==> src/rtl/lieat_mem_arb.sv <==
`default_nettype none
// ============================================================================
//  Module   : lieat_mem_arb
//  Purpose  : 2:1 arbiter sharing one memory request/response channel between
//             the IFU refill port (p0) and the LSU port (p1). An in-order
//             owner FIFO steers each response back to its requester.
//  Options  : LIEAT_MEM_ARB_RR_EN selects round-robin (default fixed, p1 first)
//  Revision : 1.0  initial release
// ============================================================================
module lieat_mem_arb #(
    parameter int OSTD = 2,
    parameter int XLEN = 32
) (
    input  logic            clk,
    input  logic            rst,

    input  logic            p0_req_valid,
    output logic            p0_req_ready,
    input  logic [XLEN-1:0] p0_req_addr,
    output logic            p0_rsp_valid,
    input  logic            p0_rsp_ready,
    output logic [XLEN-1:0] p0_rsp_rdata,

    input  logic            p1_req_valid,
    output logic            p1_req_ready,
    input  logic            p1_req_ren,
    input  logic            p1_req_wen,
    input  logic [XLEN-1:0] p1_req_addr,
    input  logic [2:0]      p1_req_flag,
    input  logic [XLEN-1:0] p1_req_wdata,
    output logic            p1_rsp_valid,
    input  logic            p1_rsp_ready,
    output logic [XLEN-1:0] p1_rsp_rdata,

    output logic            m_req_valid,
    input  logic            m_req_ready,
    output logic            m_req_ren,
    output logic            m_req_wen,
    output logic [XLEN-1:0] m_req_addr,
    output logic [2:0]      m_req_flag,
    output logic [XLEN-1:0] m_req_wdata,
    input  logic            m_rsp_valid,
    output logic            m_rsp_ready,
    input  logic [XLEN-1:0] m_rsp_rdata
);

    localparam int            CW       = $clog2(OSTD + 1);
    localparam int            PW       = (OSTD > 1) ? $clog2(OSTD) : 1;
    localparam logic [CW-1:0] FULL_CNT = CW'(OSTD);
    localparam logic [PW-1:0] LAST_PTR = PW'(OSTD - 1);
    localparam logic [2:0]    IFU_FLAG = 3'b010;

    logic [OSTD-1:0] owner_q;
    logic [PW-1:0]   wr_ptr;
    logic [PW-1:0]   rd_ptr;
    logic [CW-1:0]   count;
    logic            lock;
    logic            lock_port;

    logic            arb_port;
    logic            grant;
    logic            grant_valid;
    logic            fifo_full;
    logic            rsp_active;
    logic            head;
    logic            push;
    logic            pop;

    // ------------------------------------------------------------------------
    // Arbitration (owner encoding: 0 = IFU, 1 = LSU)
    // ------------------------------------------------------------------------
`ifdef LIEAT_MEM_ARB_RR_EN
    logic rr_ptr;

    always_ff @(posedge clk) begin
        if (rst) begin
            rr_ptr <= 1'b1;
        end else if (push) begin
            rr_ptr <= ~rr_ptr;
        end
    end

    always_comb begin
        arb_port = (p0_req_valid & p1_req_valid) ? rr_ptr : p1_req_valid;
    end
`else
    always_comb begin
        arb_port = p1_req_valid;
    end
`endif

    always_comb begin
        grant       = lock ? lock_port : arb_port;
        grant_valid = grant ? p1_req_valid : p0_req_valid;
        fifo_full   = (count == FULL_CNT);
    end

    // Outputs are forced idle while reset is held so the memory side never
    // sees a request that the cleared owner FIFO would not track.
    always_comb begin
        m_req_valid  = grant_valid & ~fifo_full & ~rst;
        p0_req_ready = m_req_ready & ~grant & ~fifo_full & ~rst;
        p1_req_ready = m_req_ready &  grant & ~fifo_full & ~rst;
        m_req_ren    = grant ? p1_req_ren   : 1'b1;
        m_req_wen    = grant ? p1_req_wen   : 1'b0;
        m_req_addr   = grant ? p1_req_addr  : p0_req_addr;
        m_req_flag   = grant ? p1_req_flag  : IFU_FLAG;
        m_req_wdata  = grant ? p1_req_wdata : '0;
        push         = m_req_valid & m_req_ready;
    end

    // Hold the grant on a stalled request so fields stay stable until accepted.
    always_ff @(posedge clk) begin
        if (rst) begin
            lock      <= 1'b0;
            lock_port <= 1'b0;
        end else begin
            lock <= m_req_valid & ~m_req_ready;
            if (m_req_valid & ~m_req_ready) begin
                lock_port <= grant;
            end
        end
    end

    // ------------------------------------------------------------------------
    // Owner FIFO
    // ------------------------------------------------------------------------
    always_ff @(posedge clk) begin
        if (rst) begin
            owner_q <= '0;
            wr_ptr  <= '0;
            rd_ptr  <= '0;
            count   <= '0;
        end else begin
            if (push) begin
                owner_q[wr_ptr] <= grant;
                wr_ptr          <= (wr_ptr == LAST_PTR) ? '0 : wr_ptr + 1'b1;
            end
            if (pop) begin
                rd_ptr <= (rd_ptr == LAST_PTR) ? '0 : rd_ptr + 1'b1;
            end
            case ({push, pop})
                2'b10:   count <= count + 1'b1;
                2'b01:   count <= count - 1'b1;
                default: count <= count;
            endcase
        end
    end

    // ------------------------------------------------------------------------
    // Response steering
    // ------------------------------------------------------------------------
    always_comb begin
        rsp_active   = (count != '0) & ~rst;
        head         = owner_q[rd_ptr];
        p0_rsp_valid = rsp_active & ~head & m_rsp_valid;
        p1_rsp_valid = rsp_active &  head & m_rsp_valid;
        p0_rsp_rdata = (rsp_active & ~head) ? m_rsp_rdata : '0;
        p1_rsp_rdata = (rsp_active &  head) ? m_rsp_rdata : '0;
        m_rsp_ready  = rsp_active & (head ? p1_rsp_ready : p0_rsp_ready);
        pop          = m_rsp_valid & m_rsp_ready;
    end

endmodule
`default_nettype wire

==> config.mk <==
export PLATFORM = sky130hd
export DESIGN_NAME = lieat_mem_arb
export DESIGN_NICKNAME = d
export VERILOG_FILES = /design/src/rtl/lieat_mem_arb.sv
export SDC_FILE = /design/constraint.sdc
export NUM_CORES = 1
export LEC_CHECK = 0
export CAP_MARGIN = 20
export CELL_PAD_IN_SITES_DETAIL_PLACEMENT = 0
export CELL_PAD_IN_SITES_GLOBAL_PLACEMENT = 2
export CORE_MARGIN = 5
export CORE_UTILIZATION = 10
export DETAILED_ROUTE_END_ITERATION = 7
export PLACE_DENSITY_LB_ADDON = 0.1
export SLEW_MARGIN = 20
export SYNTH_ARGS = -nofsm -noshare
export SYNTH_HDL_FRONTEND = slang
export SYNTH_SLANG_ARGS = --single-unit
==> constraint.sdc <==
create_clock -name clk -period 2.7 [get_ports clk]
set_input_delay 0.54 -clock clk [delete_from_list [all_inputs] [get_ports clk]]
set_output_delay 0.54 -clock clk [all_outputs]
set_load 0.01 [all_outputs]
==> flow_summary.toml <==
[logic_synthesis]
synth_cells = 205
synth_cell_types = 34
synth_top_area_share_pct = 23.3
synth_fp_nets = 347
synthAdderAreaFrac_pct = 0.808
synth.area.top_cells = "mux2_2 23%, nor2b_1 14%, and3_1 14%, and2_1 13%, dfxtp_1 10%"
synth_top_family_by_area = "simple AND/OR/NAND/NOR gates"
yosys_warnings = 0
ys_async_sr_fraction_pct = 0
yosysTopAreaCell = "mux2_2"
synth_edf_count = 0
synthesis.area_sq_um = 1550
synth-compound-area-share_pct = 6.39
yosysMostFrequentCell = "nor2b_1"
avgSynthCellArea_sq_um = 7.55
ys_top_cells_by_count = "35 x nor2b_1, 34 x and3_1, 33 x and2_1"
synth_ff_type = "dfxtp_1"
synth-simple-area-share_pct = 50.0
synthMuxAreaShare_pct = 25.5
ys_seq_area_share_pct = 10.3
synth_seq_cells = 8
synth_xor_area_share_pct = 1.13

[critical_path]
slowest_delay_ps = 500
crit_path_end_kind = "output pin"
cp.arrival_ps = 2090
required_ps = 2160
crit_fanout = 3
r2r_slack_ps = 610
r2r_start = "rd_ptr$_SDFFE_PP0P_"
crit_start = "rst"
critPathSlowestCell = "clkdlybuf4s50_1"
cp-start-kind = "primary input"
critical_path_class = "in -> out"
crit_chain = "clkdlybuf4s50_1 -> buf_4 -> o21ba_2 -> and3_1 -> or2_2 -> dlygate4sd2_1"

[detailed_routing]
vias_per_cell = 3.73
num_vias = 2550
drt-total-wl_um = 10900
drc = 0
dr.pass1.iters = 4
wl_per_cell_um = 15.9
ant_nets = 0
drt_iter0_drc = 27

[timing]
fin_crit_ps = 2630
slew_headroom_pct = 79.0
worst_pin_slew_ps = 311
fmax_ghz = 0.381
setup_viol = 0
final.setup_skew_ps = 0.473
rsz0062_at_grt = "false"
hold_viol_final = 0
fin_ws_ps = 72.4
post-route-period-util_pct = 97.3
slew_violations = 0
whs_ps = 492

[pwr]
switching_power_mw = 0.298
seqPwrFrac_pct = 12.6
p_per_area_nw_per_um2 = 223
p_sw_share_pct = 28.0
p_leak_nw = 2.30
ir_worst_vdd_mv = 0.156
internal-power_mw = 0.767
clockPowerShare_pct = 23.0
fin_total_pwr_mw = 1.07
p_comb_share_pct = 64.4

[die]
die_y_um = 134
core_area_sq_um = 15200
fp.dieArea_sq_um = 18100
rows = 45
die_w_um = 134
initial_core_util_pct = 10.2
ios = 280

[place]
post_dp_cell_area_sq_um = 4710
dp_hpwl_um = 9430
port_buffers = 279
routabilityCongestion = 0.721
post-place-ws_ps = -224

[global_routing]
grt_pass1_wl_um = 15600
first_global_vias = 2684
grt_antenna_before_repair = 0
grtUsageTotal_pct = 11.1
grt_max_degree = 34
overflow = 0

[worst_hold_path]
hold_path_startpoint = "rd_ptr$_SDFFE_PP0P_"
worst_hold_path_type = "reg -> reg"

[layout]
n_fill_cell = 1648
drive_gt1_share_pct = 14.7
diodes = 0
area_growth_pct = 209
final_nets = 639
stdcell_area_sq_um = 4780
final_core_util_pct = 31.5

[run_status]
status = "finished clean"

[clocking]
insertion_delay_ps = 230
cts_tree = "built"
numCtsBuffers = 3
clkSlewWorstSetupHoldPaths_ps = 40
htreeDepth = 1
cts_sinks = 8
cts_hold_buf = 0
ctsRootBufferMaster = "clkbuf_16"
clockBufferDepth = 2

[job]
maxCapViolCount = 0
power by group through the flow:
stage | clock network, mW | registers (mW) | logic, mW
floorplan | 0 | 0.133 | 0.226
global placement | 0 | 0.136 | 0.714
detailed placement | 0 | 0.136 | 0.707
CTS | 0.253 | 0.134 | 0.698
global route | 0.262 | 0.136 | 0.738
finish | 0.245 | 0.134 | 0.686
worst max-delay path: cells and delay by family:
family / cells / cell delay (ps)
simple gates: 2 / 470
buf+inv: 3 / 910
compound gates: 1 / 170
worst paths after layout:
path	endpoint	cells past startpoint
min reg2reg	rd_ptr$_SDFFE_PP0P_	1
min	rd_ptr$_SDFFE_PP0P_	1
max	m_rsp_ready	6
max reg2reg	count[1]$_SDFFE_PP0P_	8
per-layer routing:
layer	global-route usage [%]	vias up	routed length, um
met1	10.4	1127	3390
met3	2.93	9	848
li1	-	1286	-
met5	0	-	0
met2	23.4	128	6430
met4	2.77	0	181
metrics by stage:
stage	TNS (ps)	instances
after floorplan	0	205
after global placement	-16520	672
after detailed placement	-17340	672
after CTS	0	682
after global routing	0	683
final	0	683
sequential cells by signal, summed over array words and instances (netlist names):
signal,flops
rd_ptr,1
wr_ptr,1
lock,1
owner_q,2
lock_port,1
count,2
cell usage in the layout, fill, tap and decap left out, types with 2 or more instances in the layout:
master           instances
buf_6                    2
dlygate4sd2_1           91
mux2_2                  32
or2_2                    4
and3_1                  34
inv_1                    3
nor2b_1                 35
o311ai_0                 2
o31ai_1                  2
clkbuf_16                3
nand2b_1                 2
dfxtp_1                  8
buf_12                   5
buf_16                   2
and2_1                  33
nor2_1                   3
or3_1                    3
nand2_1                  2
a21oi_1                  3
o21ai_0                  3
clkdlybuf4s50_1        187
buf_4                   17
kinds of logic (layout without fill, tap and decap cells):
logic type / after synthesis / in the layout
compound gates: 15 / 15
mux: 35 / 35
xor+xnor: 2 / 2
simple gates: 123 / 123
flops: 8 / 8
buf+inv: 21 / 311
fa+ha+maj: 1 / 1
timing repair:
| item | 4_1_cts | 5_1_grt |
|---|---|---|
| cloned | 2 | 0 |
| pin swaps | 1 | 0 |
| resized for setup | 97 | 1 |
| endpoints found under the setup margin | 138 | 13 |
| setup buffers | 5 | 1 |
final cells by class:
type	instances	area, sq um	share of cell area, %
well taps	188	235	4.92
clock buffers	3	75.1	1.57
inverters	3	11.3	0.235
flip-flops and latches	8	160	3.35
multi-input cells	176	1320	27.5
repair buffers	305	2990	62.4
Power figures use the tool's default switching activity.
